### config.mk
export PLATFORM = sky130hd
export DESIGN_NAME = uart_tx
export DESIGN_NICKNAME = d
export VERILOG_FILES = /design/src/rtl/uart_tx_pkg.sv /design/src/rtl/uart_baud_cnt.sv /design/src/rtl/uart_tx.sv
export SDC_FILE = /design/constraint.sdc
export NUM_CORES = 1
export LEC_CHECK = 0
export ABC_AREA = 1
export CAP_MARGIN = 30
export CORE_MARGIN = 5
export CORE_UTILIZATION = 59
export CTS_BUF_LIST = sky130_fd_sc_hd__clkbuf_4 sky130_fd_sc_hd__clkbuf_8
export DETAILED_ROUTE_END_ITERATION = 8
export DONT_BUFFER_PORTS = 1
export HOLD_SLACK_MARGIN = 0.12
export PLACE_DENSITY_LB_ADDON = 0.3
export SLEW_MARGIN = 10
export SYNTH_ARGS = -nofsm -noshare
export SYNTH_HDL_FRONTEND = slang
export SYNTH_SLANG_ARGS = --single-unit
### constraint.sdc
create_clock -name clk -period 2.5 [get_ports clk]
set_input_delay 0.5 -clock clk [delete_from_list [all_inputs] [get_ports clk]]
set_output_delay 0.5 -clock clk [all_outputs]
set_load 0.1 [all_outputs]
### src/rtl/uart_tx_pkg.sv
// Shared UART constants and FSM encoding, used by both ends of the serial link.
// Latency: n/a (constants and types only).
// Backpressure: n/a.
package uart_tx_pkg;

`ifdef SIM
    localparam bit UART_SIM = 1'b1;
`else
    localparam bit UART_SIM = 1'b0;
`endif

    localparam int UART_FPGA_FREQ    = 50_000_000;
    localparam int UART_BAUD_RATE    = 9600;
    // 50 MHz / 9600 baud, truncated: 5208 clocks per bit on the board
    localparam int UART_BAUD_END_HW  = UART_FPGA_FREQ / UART_BAUD_RATE;
    // Short bit time so simulation frames stay a few hundred cycles long
    localparam int UART_BAUD_END_SIM = 56;
    localparam int UART_BAUD_END     = UART_SIM ? UART_BAUD_END_SIM : UART_BAUD_END_HW;

    localparam int UART_BAUD_CNT_W   = 13;
    localparam int UART_DATA_BITS    = 8;

    typedef enum logic [1:0] {
        ST_IDLE  = 2'd0,
        ST_START = 2'd1,
        ST_DATA  = 2'd2,
        ST_STOP  = 2'd3
    } uart_state_t;

endpackage

### src/rtl/uart_baud_cnt.sv
// Bit-period counter: counts 0..BAUD_END-1 while enabled, ticks o_bit_end on the last count.
// Latency: o_bit_end is combinational from the count; the count restarts at 0 after each tick.
// Backpressure: none; held at 0 whenever i_en is low.
module uart_baud_cnt
    import uart_tx_pkg::*;
#(
    parameter int BAUD_END = UART_BAUD_END
) (
    input  logic clk,
    input  logic rst,
    input  logic i_en,
    output logic o_bit_end
);

    localparam logic [UART_BAUD_CNT_W-1:0] LAST = UART_BAUD_CNT_W'(BAUD_END - 1);

    logic [UART_BAUD_CNT_W-1:0] r_cnt;

    // Free-run across bit boundaries while enabled so every bit is exactly BAUD_END clocks
    always_ff @(posedge clk or negedge rst) begin
        if (!rst) begin
            r_cnt <= '0;
        end else if (!i_en || (r_cnt == LAST)) begin
            r_cnt <= '0;
        end else begin
            r_cnt <= r_cnt + 1'b1;
        end
    end

    assign o_bit_end = i_en && (r_cnt == LAST);

endmodule

### src/rtl/uart_tx.sv
// UART transmitter, 8N1/8N2, LSB first, with a one-byte holding register for gapless frames.
// Latency: tx drops to the start bit the cycle after the accepting handshake.
// Backpressure: tx_ready = holding register empty; at most one byte waits behind the frame in flight.
module uart_tx
    import uart_tx_pkg::*;
#(
    parameter int CLK_FREQ  = UART_FPGA_FREQ,
    parameter int BAUD_RATE = UART_BAUD_RATE,
    parameter int BAUD_END  = ((CLK_FREQ == UART_FPGA_FREQ) && (BAUD_RATE == UART_BAUD_RATE))
                              ? UART_BAUD_END : (CLK_FREQ / BAUD_RATE),
    parameter int STOP_BITS = 1
) (
    input  logic       clk,
    input  logic       rst,
    input  logic [7:0] tx_data,
    input  logic       tx_valid,
    output logic       tx_ready,
    output logic       tx,
    output logic       busy,
    output logic       tx_done
);

    // Anything other than 2 is treated as a single stop bit
    localparam logic [3:0] LAST_STOP = (STOP_BITS == 2) ? 4'd1 : 4'd0;
    localparam logic [3:0] LAST_DATA = 4'(UART_DATA_BITS - 1);

    uart_state_t r_state;
    logic [7:0]  r_shift;
    logic [3:0]  r_bit_cnt;
    logic [7:0]  r_hold;
    logic        r_hold_full;
    logic        r_tx;
    logic        r_busy;
    logic        r_done;

    logic        w_bit_end;
    logic        w_hs;
    logic        w_last_bit;

    uart_baud_cnt #(
        .BAUD_END (BAUD_END)
    ) u_baud_cnt (
        .clk       (clk),
        .rst       (rst),
        .i_en      (r_busy),
        .o_bit_end (w_bit_end)
    );

    assign w_hs       = tx_valid && !r_hold_full;
    assign w_last_bit = (r_state == ST_STOP) && w_bit_end && (r_bit_cnt == LAST_STOP);

    assign tx_ready = ~r_hold_full;
    assign tx       = r_tx;
    assign busy     = r_busy;
    assign tx_done  = r_done;

    // Frame FSM, shifter and holding register; the line only moves on bit boundaries
    always_ff @(posedge clk or negedge rst) begin
        if (!rst) begin
            r_state     <= ST_IDLE;
            r_shift     <= '0;
            r_bit_cnt   <= '0;
            r_hold      <= '0;
            r_hold_full <= 1'b0;
            r_tx        <= 1'b1;
            r_busy      <= 1'b0;
            r_done      <= 1'b0;
        end else begin
            r_done <= 1'b0;
            case (r_state)
                ST_IDLE: begin
                    if (w_hs) begin
                        r_shift <= tx_data;
                        r_tx    <= 1'b0;
                        r_busy  <= 1'b1;
                        r_state <= ST_START;
                    end
                end
                ST_START: begin
                    if (w_bit_end) begin
                        r_tx      <= r_shift[0];
                        r_shift   <= {1'b0, r_shift[7:1]};
                        r_bit_cnt <= '0;
                        r_state   <= ST_DATA;
                    end
                end
                ST_DATA: begin
                    if (w_bit_end) begin
                        if (r_bit_cnt == LAST_DATA) begin
                            r_tx      <= 1'b1;
                            r_bit_cnt <= '0;
                            r_state   <= ST_STOP;
                        end else begin
                            r_tx      <= r_shift[0];
                            r_shift   <= {1'b0, r_shift[7:1]};
                            r_bit_cnt <= r_bit_cnt + 1'b1;
                        end
                    end
                end
                ST_STOP: begin
                    if (w_last_bit) begin
                        r_done    <= 1'b1;
                        r_bit_cnt <= '0;
                        if (r_hold_full) begin
                            // Pending byte follows with no idle gap
                            r_shift     <= r_hold;
                            r_hold_full <= 1'b0;
                            r_tx        <= 1'b0;
                            r_state     <= ST_START;
                        end else if (tx_valid) begin
                            // Byte offered on the very last cycle goes straight to the shifter
                            r_shift <= tx_data;
                            r_tx    <= 1'b0;
                            r_state <= ST_START;
                        end else begin
                            r_busy  <= 1'b0;
                            r_state <= ST_IDLE;
                        end
                    end else if (w_bit_end) begin
                        r_bit_cnt <= r_bit_cnt + 1'b1;
                    end
                end
                default: begin
                    r_tx    <= 1'b1;
                    r_busy  <= 1'b0;
                    r_state <= ST_IDLE;
                end
            endcase

            // Mid-frame handshakes park the byte until the current frame ends
            if (r_busy && w_hs && !w_last_bit) begin
                r_hold      <= tx_data;
                r_hold_full <= 1'b1;
            end
        end
    end

endmodule

Yosys cells after proc, flatten, opt, wreduce, memory -nomap -nowiden
Cells that the tools add are included.
Word-level totals
  register bits after elaboration: 39
  latch bits: 0
  RAM bits: 0
  memory bits (read-only): 0
  bits of input ports: 11
  output and inout bits: 4
  word-level logic and storage cells: 90
  memories: 0
Cells by class
  $add $sub $neg: 2
  multiply operators: 0
  divide/modulo/power cells: 0
  magnitude comparators: 0
  eq/ne operators: 15
  shift operators: 0
  muxes and demuxes: 41
  bitwise gates (word level): 1
  reductions and logical operators: 22
Operator list (number)
  $mux W8: 7
  $pmux W8 S4: 1
  $mux W4: 5
  $mux W1: 18
  $ne A2 B2 Y1 const B: 8
  $reduce_and A5 Y1: 3
  $add A13 B1 Y13 const B: 1
  $eq A13 B13 Y1 const B: 1
  $mux W13: 1
  $pmux W4 S3: 1
  $mux W2: 5
  $pmux W2 S4: 1
  $logic_and A1 B1 Y1: 6
  $ne A3 B3 Y1 const B: 2
  $reduce_and A6 Y1: 1
  $reduce_bool A2 Y1: 3
  $add A4 B1 Y4 const B: 1
  $eq A2 B2 Y1 const B: 2
  $eq A4 B3 Y1 const B: 1
  $logic_not A4 Y1: 1
  $pmux W1 S4: 1
  $reduce_and A4 Y1: 1
  $logic_not A1 Y1: 3
  $reduce_bool A3 Y1: 1
  6 further kinds: 6

Logic depth before layout (Yosys ltp)
Gate-level depths: netlist of the first run.
  word-level depth: 8
  depth in mapped cells: 11
  gate-level depth less buffers: 11

Cells and area by module
A second synthesis of the first run with hierarchy kept.
Unflattened totals
  cells, all modules: 316
  area total of the unflattened synthesis: 2279.7 um^2
By module, submodules not included
  uart_tx: instances 1, cells an instance 220, area each 1559.0 um^2, seq. area each 651.9 um^2
  uart_baud_cnt: instances 1, cells an instance 96, area each 720.7 um^2, seq. area each 325.3 um^2

Worst setup path before layout of the first run
No wires, ideal clock.
  kind: register to register
  start: reg r_hold_full
  end: reg r_state[1]
  setup time: 66 ps
  arrival: 1819 ps
  required time: 2434 ps
  setup slack: 615 ps
  stages on the path, launching flop included: 8
  buffers on the path: 1
  period minus slack after synthesis: 1885 ps
  cells stage by stage: dfrtp_1 -> inv_1 -> nand2_1 -> nand2_1 -> a21boi_2 -> buf_4 -> nand3_1 -> nand2_1
Between the ends
  longest elaborated chain between the ends: 4
Ends and longest elaborated chain
  start: declaration: line uart_tx.sv:31  | logic r_hold_full;
  start signal: assignment: line uart_tx.sv:64  | r_hold_full <= 1'b0;
  start signal: assignment: line uart_tx.sv:107  | r_hold_full <= 1'b0;
  start signal: assignment: line uart_tx.sv:133  | r_hold_full <= 1'b1;
  $logic_not A1 Y1: line uart_tx.sv:49  | assign w_hs = tx_valid && !r_hold_full;
  $logic_and A1 B1 Y1: line uart_tx.sv:49
  $ne A2 B2 Y1 (no source line)
  $reduce_and A5 Y1 (no source line)
  end signal: assignment: line uart_tx.sv:60  | r_state <= ST_IDLE;
  end signal: assignment: line uart_tx.sv:76  | r_state <= ST_START;
  end signal: assignment: line uart_tx.sv:84  | r_state <= ST_DATA;
  end: declaration: line uart_tx.sv:27  | uart_state_t r_state;
No other way between the ends.
A chain may end at the register's enable or synchronous reset.

Worst setup path in the final report of the first run
  start: reg u_baud_cnt.r_cnt[0]
  end: reg r_state[1]
Between the ends
  longest elaborated chain between the ends: 6
  elaborated cells on any way between the ends: 8
  those cells by class: eq/ne: 4; reduce/logical: 4
Ends and longest elaborated chain
  start: declaration: line uart_baud_cnt.sv:17  | logic [UART_BAUD_CNT_W-1:0] r_cnt;
  start signal: assignment: line uart_baud_cnt.sv:26  | r_cnt <= r_cnt + 1'b1;
  $eq A13 B13 Y1 (*): line uart_baud_cnt.sv:30  | assign o_bit_end = i_en && (r_cnt == LAST);
  $logic_and A1 B1 Y1 (*): line uart_baud_cnt.sv:30
  $logic_and A1 B1 Y1 (2 in series): line uart_tx.sv:50  | assign w_last_bit = (r_state == ST_STOP) && w_bit_end && (r_bit_cnt == LAST_STOP);
  $ne A2 B2 Y1 (no source line)
  $reduce_and A5 Y1 (no source line) (*)
Every way passes the cells marked *; elsewhere a longest branch is shown, timed or not.

==> out/metrics.cfg, run 1 <==
[run_status]
outcome = completed

[global_route]
antenna_found_initial = 0
grt-ovfl-total = 0
grt_max_degree = 40
grt.busiest_layer = met2
grt_pass1_wl_um = 7870
met3_usage = 0.0491
grtUsageMet1 = 0.242
grt_util_met2 = 0.322
grt_usage = 0.194
grt_pass1_vias = 1803

[timing]
skew_ns = 0.00352
relSlewSlack = 0.617
setup_viol = 0
setup_slack_ns = 0.665
worstMarginPinSlew_ns = 0.574
drv_slew = 0
rsz0062_at_grt = no
tns_ns = 0
finalCritPeriodShare = 0.734
fin_crit_ns = 1.84
hold_violations = 0
clock.fmax_ghz = 0.545

[pwr]
p_leak_nw = 1.27
vdd_drop_max_mv = 0.977
p_per_area_nw_per_um2 = 1040

[clocking]
cts.path.max_buffers = 2
cts_made_buffers = 5
htree_levels = 2
clkTransAtPathRegs_ns = 0.07
cts_tree = done
ctsResizeCount = 0
clkSinkCount = 39
cts-root-buf = clkbuf_8
insertion_delay_ns = 0.29

[min_path]
min_from = tx_data[4]
min_path_type = in2reg

[placement]
hpwl_um = 3170
pre_cts_ws_ns = 0.678
io_buffers = 0
gp_congestion = 0.836
dpl_cell_area_um2 = 2310

[setup_path]
timing.critical_path.cells = ha_1, nand2_1, clkinv_1, nand2_2, nor2_8, nand4_4, a21boi_2, nand3_1, nand2_1
cp_max_fo = 11
cp_data_required_time_ns = 2.73
crit_type = reg2reg
worstSetupStartpointType = flip-flop
arrival_ns = 2.06
slowest_stage = a21boi_2
cp-end-kind = flip-flop
r2r_start = u_baud_cnt.r_cnt[0]
startpoint = u_baud_cnt.r_cnt[0]
crit_top_cell = nand2_1
critPathMaxStageDelay_ns = 0.47
reg2reg_setup_slack_ns = 0.66

[floorplanning]
fp.dieArea_um2 = 5160
die_y_um = 71.9
initial_core_util = 0.612
placementRows = 22
ios = 15
die_width_um = 71.9
core_region_area_um2 = 3690

[logic_synthesis]
syn_nets = 315
synth-seq-cells = 39
synthDistinctLibCells = 31
postSynthAreaPerCell_um2 = 7.63
synthCells = 296
syn_area_um2 = 2260
synth_warnings = 0
synth_seq_area_share = 0.433

[routing]
finalWirelength_um = 4350
wl_per_cell_um = 12.4
first_iter_violations = 65
dr_total_vias = 1843
drc = 0
post_drt_via_cell_ratio = 5.25
drtPass1Iterations = 4
ant_nets = 0

[finish]
final_nets = 321
antennaDiodeCount = 0
layout_common_cells = nand2_1 (91), dfrtp_1 (38), inv_1 (33)
layout-drive-gt1-share = 0.0957
design_area_um2 = 2430
synthToLayoutAreaGrowth_pct = 7.76
final_common_cell = nand2_1
seq_area_um2 = 977
fill_cells = 329
multi_input_area_um2 = 1110

[run]
drv_cap = 0

## Yosys cell counts, drive strengths merged
master   n  share of area
dfstp    1          0.012
nor3     7          0.018
nand2   95           0.16
ha       8          0.044
a21boi   2         0.0083
inv     35          0.058
o31ai    1         0.0033
o21ai   20          0.044
clkinv   1         0.0017
buf      4          0.010
clkbuf   3         0.0050
o21a     1         0.0033
a21oi    9          0.025
xor2     2         0.0078
nand3   31          0.080
nand4    4          0.018
nor3b    6          0.020
dfrtp   38           0.42
nor2    28          0.058
## repair_timing
action,in CTS,in global routing
buffers inserted,0,0
hold buffers,2,0
hold endpoints to repair,39,0
## worst max-delay path, delay by kind of cell, from the launching register on
kind            cells  cell delay, ns
simple gates        6            0.66
fa+ha+maj           1            0.18
buf+inv             1            0.09
flops               1            0.38
compound gates      1            0.47
## logic make-up (layout without fill, tap and decap cells)
kind of cell | after synthesis | after routing | synth area share
flops | 39 | 39 | 0.433
fa+ha+maj | 8 | 8 | 0.0443
buf+inv | 43 | 50 | 0.0748
compound gates | 33 | 33 | 0.0843
xor+xnor | 2 | 2 | 0.00776
simple gates | 171 | 171 | 0.356
## power by group
group	switching [mW]	leakage, nW	internal (mW)
sequential	0.189	0.513	0.807
combinational	0.759	0.704	0.350
clock	0.212	0.0491	0.217
total	1.16	1.27	1.37
## sequential cells by signal, summed over array words and instances, names as in the netlist
register,flops
u_baud_cnt.r_cnt,13
r_hold,8
r_shift,8
r_bit_cnt,4
r_state,2
busy,1
r_hold_full,1
tx,1
tx_done,1
## path summary, 6_finish.rpt
check,end,cells past startpoint
setup / recovery,r_state[1],9
hold / removal,r_hold[4],2
setup reg to reg,r_state[1],9
hold reg to reg,u_baud_cnt.r_cnt[0],1
max in group asynchronous,tx,2
min in group asynchronous,u_baud_cnt.r_cnt[6],2
## through the flow
step                      total power [mW]  hold WS [ns]  utilization  cells
final                                 2.53         0.360        0.659    351
after global routing                  2.77         0.378        0.659    351
after CTS                             2.55         0.347        0.659    351
after detailed placement              2.10         0.206        0.627    341
after global placement                2.07         0.206        0.627    341
after floorplan                       1.88         0.204            -    296
## final cells by class
class / instances / share of cell area
sequential: 39 / 0.402
multi-input combinational: 214 / 0.457
inverter: 36 / 0.0556
timing repair buffer: 6 / 0.0247
clock inverter: 1 / 0.00206
clock buffer: 7 / 0.0345
tap: 48 / 0.0247
## layer usage
metal | routed length (um) | vias to the layer above | part of all wire
met3 | 174 | 6 | 0.040
met2 | 2090 | 31 | 0.48
met4 | 74 | 0 | 0.017
met5 | 0 | - | 0
met1 | 2020 | 854 | 0.46
li1 | - | 952 | -
Note: power is estimated with default switching activity, not from simulation.
==> run 2: changes to the inputs <==
Clock period 2.5 ns to 1.75 ns, I/O delays scaled along.
==> run 2 against run 1 <==
  * Cell count increased by 2.6%
  * Non-clock buffer count grew 9
  * Sequential share of layout area decreased by 2.2 points
  * Highest routed layer unchanged
==> out/metrics.cfg, run 2 (same netlist as run 1, synthesis figures left out) <==
[run_status]
outcome = completed

[finish]
largest_reg_flops = 13
final_common_cell = nand2_1
multi_input_area_um2 = 1150
layout-drive-gt1-share = 0.173
stdcell_count = 360
design_area_um2 = 2570
final_nets = 330
regMostFlops = u_baud_cnt.r_cnt
layout_common_cells = nand2_1 (87), dfrtp_1 (37), inv_1 (30)
fill_cells = 314
synthToLayoutAreaGrowth_pct = 14.1
seq_area_um2 = 978
reg.largest.list = u_baud_cnt.r_cnt: 13 flops, r_hold: 8 flops, r_shift: 8 flops
antennaDiodeCount = 0
post-route-util = 0.698

[routing]
dr_total_vias = 1937
post_drt_via_cell_ratio = 5.38
ant_nets = 0
wl_per_cell_um = 13.5
drc = 0
finalWirelength_um = 4870
drtPass1Iterations = 4
first_iter_violations = 89

[placement]
dpl_cell_area_um2 = 2380
dpl.cell_count = 349
hpwl_um = 3340
gp_congestion = 0.815
io_buffers = 0

[clocking]
cts_tree = done
clkSinkCount = 39
htree_levels = 2
cts.path.max_buffers = 2
clkTransAtPathRegs_ns = 0.09
insertion_delay_ns = 0.30
cts_made_buffers = 5
cts-root-buf = clkbuf_8

[pwr]
p_leak_nw = 1.31
p_per_area_nw_per_um2 = 1580
power_mw = 4.07
vdd_drop_max_mv = 1.14

[timing]
fin_crit_ns = 1.66
clock.fmax_ghz = 0.602
hold_violations = 0
skew_ns = 0.0142
drv_slew = 0
relSlewSlack = 0.652
worstMarginPinSlew_ns = 0.523
setup_viol = 0
finalCritPeriodShare = 0.948
worst_hold_slack_ns = 0.210

[min_path]
min_from = tx_data[7]
min_to = r_hold[7]
min_path_type = in2reg
holdPathStages = 2

[setup_path]
cp_data_required_time_ns = 1.94
timing.critical_path.cells = inv_1, ha_1, nand2_1, nor3_2, nand4_4, nand2_2, nand3_4, nand2_2, nand2_1
crit_type = reg2reg
worstSetupStartpointType = flip-flop
rr_endpoint = r_shift[4]
reg2reg_setup_slack_ns = 0.09
critPathMaxStageDelay_ns = 0.44
critPathBufInv = 1
cp-end-kind = flip-flop
slowest_stage = dfrtp_1
cp_max_fo = 8
reg2reg_depth = 9
arrival_ns = 1.85
r2r_start = r_bit_cnt[0]
path_delay_family = simple AND/OR/NAND/NOR gates
startpoint = r_bit_cnt[0]

[floorplanning]
ios = 15
core_region_area_um2 = 3690
fp.dieArea_um2 = 5160
die_width_um = 71.9
initial_core_util = 0.612
die_y_um = 71.9
placementRows = 22

[global_route]
antenna_found_initial = 0
grt_pass1_wl_um = 7970
grt_max_degree = 40
grt_pass1_vias = 1866
grt-ovfl-total = 0
grt_usage = 0.199

[run]
drv_cap = 0

## run 2: timing repair
| action | in CTS | in global routing |
|---|---|---|
| setup buffers | 0 | 1 |
| endpoints found under the hold margin | 39 | 0 |
| endpoints found under the setup margin | 0 | 19 |
| gates resized for setup | 0 | 18 |
| hold buffers | 2 | 0 |
## run 2: routing by layer
layer  GRT usage  share of wire  up-vias
met1       0.229           0.43      905
li1            -              -      980
met3      0.0477          0.055        7
met2       0.341           0.50       45
met5           0              0        -
met4       0.104          0.015        0
## run 2: worst max path at each step
stage	cells after the start	to	slack, ns
after CTS	10	u_baud_cnt.r_cnt[10]	0.01
after detailed placement	10	u_baud_cnt.r_cnt[10]	0.03
after global routing	10	r_shift[4]	-0.03
after global placement	8	r_state[1]	0.11
after floorplan	7	r_state[1]	0.006
final	9	r_shift[4]	0.09
## run 2: worst register-to-register path, cell delays in order, from the launching register on
cell	delay (ns)
dfrtp_1	0.44
inv_1	0.08
ha_1	0.14
nand2_1	0.06
nor3_2	0.17
nand4_4	0.17
nand2_2	0.19
nand3_4	0.15
nand2_2	0.10
nand2_1	0.05
## run 2: power breakdown
part	internal (mW)	switching [mW]	leakage, nW
Sequential	1.15	0.268	0.512
Combinational	0.653	1.22	0.745
Clock	0.430	0.348	0.0548
## run 2: through the flow
step | TNS [ns] | worst slack [ns]
floorplan | 0 | 0.00562
global placement | 0 | 0.107
detailed placement | 0 | 0.0336
CTS | 0 | 0.0106
global route | -0.0562 | -0.0263
finish | 0 | 0.0902
## run 2: cell type report
type                       instances  share of cell area
inverter                          36              0.0549
clock buffer                       5              0.0267
clock inverter                     3              0.0180
tap                               48              0.0233
sequential                        39               0.380
multi-input combinational        214               0.446
timing repair buffer              15              0.0510
==> run 3: changes to the inputs <==
Settings changed: ABC_AREA 1 to 0, CAP_MARGIN 30 to 20, SKIP_CTS_REPAIR_TIMING from default to 1.
==> run 3 against run 2 <==
  * The flow now finishes with violations (setup timing)
  * Sequential power shrank 37%
  * First-iteration DRC count grew 89%
  * Register-to-register slack lost 0.45 ns
  * Setup slack lost 0.45 ns
  * Synthesized area shrank 5.4%
  * Core utilization grew 8.1 points
  * Final area grew 3.4%
  * Worst hold slack lost 0.067 ns
  * Sequential cell count is the same
  * Routed wire length grew 1.0%
  * Critical path type unchanged
  * Highest routed layer unchanged
==> out/metrics.cfg, run 3 <==
[logic_synthesis]
syn_area_um2 = 2140
synthDistinctLibCells = 49
synth_warnings = 0
synth_edf_count = 0
synth-seq-cells = 39
synth_seq_area_share = 0.458
synthFlopType = dfrtp_1
yosys-top-cells-area = dfrtp_1 (45%), ha_1 (4.7%), mux2_2 (4.2%)
postSynthAreaPerCell_um2 = 10.8
syn_nets = 217
synthCells = 198
synthTopCellsByCount = dfrtp_1 (38), nor2_1 (21), inv_1 (17), nand2_1 (14)
async_flop_share = 1.00
yosysTopAreaCell = dfrtp_1
synth_top_area_share = 0.445
yosysMostFrequentCell = dfrtp_1

[setup_path]
worstSetupStartpointType = flip-flop
path_delay_family = simple AND/OR/NAND/NOR gates
arrival_ns = 2.39
cp-end-kind = flip-flop
timing.critical_path.cells = inv_1, ha_1, or4bb_4, nor2_1, a31o_2, nand3_4, buf_4, mux2i_1
critPathBufInv = 2
rr_endpoint = r_shift[5]
r2r_start = r_bit_cnt[1]
reg2reg_setup_slack_ns = -0.36
cp_data_required_time_ns = 2.03
startpoint = r_bit_cnt[1]
reg2reg_depth = 8
cp_max_fo = 4
crit_type = reg2reg
slowest_stage = or4bb_4
critPathMaxStageDelay_ns = 0.55

[clocking]
cts_made_buffers = 5
clkSinkCount = 39
cts.path.max_buffers = 2
clkTransAtPathRegs_ns = 0.13
insertion_delay_ns = 0.36
cts_tree = done
cts-root-buf = clkbuf_4
htree_levels = 2

[finish]
regMostFlops = u_baud_cnt.r_cnt
final_common_cell = dfrtp_1
layout_common_cells = dfrtp_1 (37), buf_4 (36), nor2_1 (20)
synthToLayoutAreaGrowth_pct = 24.6
largest_reg_flops = 13
final_nets = 263
post-route-util = 0.779
layout-drive-gt1-share = 0.331
reg.largest.list = u_baud_cnt.r_cnt: 13 flops, r_hold: 8 flops, r_shift: 8 flops
antennaDiodeCount = 0
fill_cells = 227

[min_path]
holdPathStages = 1
min_from = tx_data[0]
min_to = r_hold[0]
min_path_type = in2reg

[floorplanning]
die_y_um = 70.2
die_width_um = 70.2
core_region_area_um2 = 3420
initial_core_util = 0.625
placementRows = 21
ios = 15
fp.dieArea_um2 = 4920

[global_route]
grt.busiest_layer = met2
grt_pass1_wl_um = 7720
met3_usage = 0.0603
grt_max_degree = 40
grt_util_met2 = 0.329
grt_pass1_vias = 1710
antenna_found_initial = 0
grtUsageMet1 = 0.242
grt-ovfl-total = 0
grt_usage = 0.200

[placement]
hpwl_um = 3480
gp_congestion = 0.899
io_buffers = 0
pre_cts_ws_ns = -0.332

[timing]
drv_slew = 0
rsz0062_at_grt = yes
worstMarginPinSlew_ns = 0.505
skew_ns = 0.0146
setup_slack_ns = -0.360
finalCritPeriodShare = 1.21
setup_viol = 26
hold_violations = 0
clock.fmax_ghz = 0.474
relSlewSlack = 0.663
tns_ns = -7.01
fin_crit_ns = 2.11

[routing]
dr_total_vias = 1747
drc = 0
first_iter_violations = 168
drtPass1Iterations = 5
wl_per_cell_um = 16.9
finalWirelength_um = 4920
post_drt_via_cell_ratio = 6.00
ant_nets = 0

[pwr]
p_leak_nw = 1.28
vdd_drop_max_mv = 0.749
p_per_area_nw_per_um2 = 580

[run]
drv_cap = 0

[run_status]
outcome = finished, violations left
violations = setup timing

run 3: cell type report:
class	instances	area, um2	share of cell area
Clock inverter	3	43.8	0.0165
Sequential cell	39	981	0.369
Inverter	17	67.6	0.0254
Multi-Input combinational cell	137	1110	0.418
Tap cell	46	57.6	0.0216
Timing Repair Buffer	44	362	0.136
Clock buffer	5	37.5	0.0141
run 3: cells by family after synthesis:
| family | count (synthesis) | synth area share |
|---|---|---|
| flops | 39 | 0.458 |
| mux | 17 | 0.0890 |
| simple gates | 64 | 0.162 |
| compound gates | 37 | 0.156 |
| xor+xnor | 11 | 0.0451 |
| fa+ha+maj | 8 | 0.0469 |
| buf+inv | 22 | 0.0434 |
run 3: per-layer routing:
layer	vias to the layer above	share of wire
met5	-	0
met4	0	0.029
met3	14	0.058
met2	59	0.50
met1	865	0.41
li1	809	-
run 3: worst reg2reg max path: cells and delay by family, from the launching register on:
kind,cells,cell delay (ns)
AOI/OAI and AO/OA,1,0.22
adders and majority gates,1,0.14
buffers and inverters,2,0.25
DFF,1,0.41
muxes,1,0.17
and+or+nand+nor,3,0.84
run 3: how the worst max path moves through the flow:
stage,endpoint,slack (ns),cells after the start
final,r_shift[5],-0.36,8
after global routing,r_state[0],-0.46,8
after CTS,r_state[1],-0.35,7
after detailed placement,r_state[1],-0.33,7
after global placement,r_state[1],-0.29,5
after floorplan,r_state[1],-0.30,5
run 3: where the power goes:
group	switching, mW	internal (mW)	leakage (nW)
clock	0.309	0.300	0.0452
sequential	0	0.901	0.492
combinational	0.0196	0.0138	0.740
total	0.329	1.22	1.28
run 3: stage by stage:
stage	cells	power, mW	hold WS, ns	instance area [um2]
3_5_place_dp	276	0.919	0.0555	2460
3_3_place_gp	276	0.919	0.0557	2460
6_report	291	1.54	0.144	2660
4_1_cts	284	1.53	-0.348	2540
2_1_floorplan	198	0.919	0.0544	2160
5_1_grt	291	1.61	0.126	2660
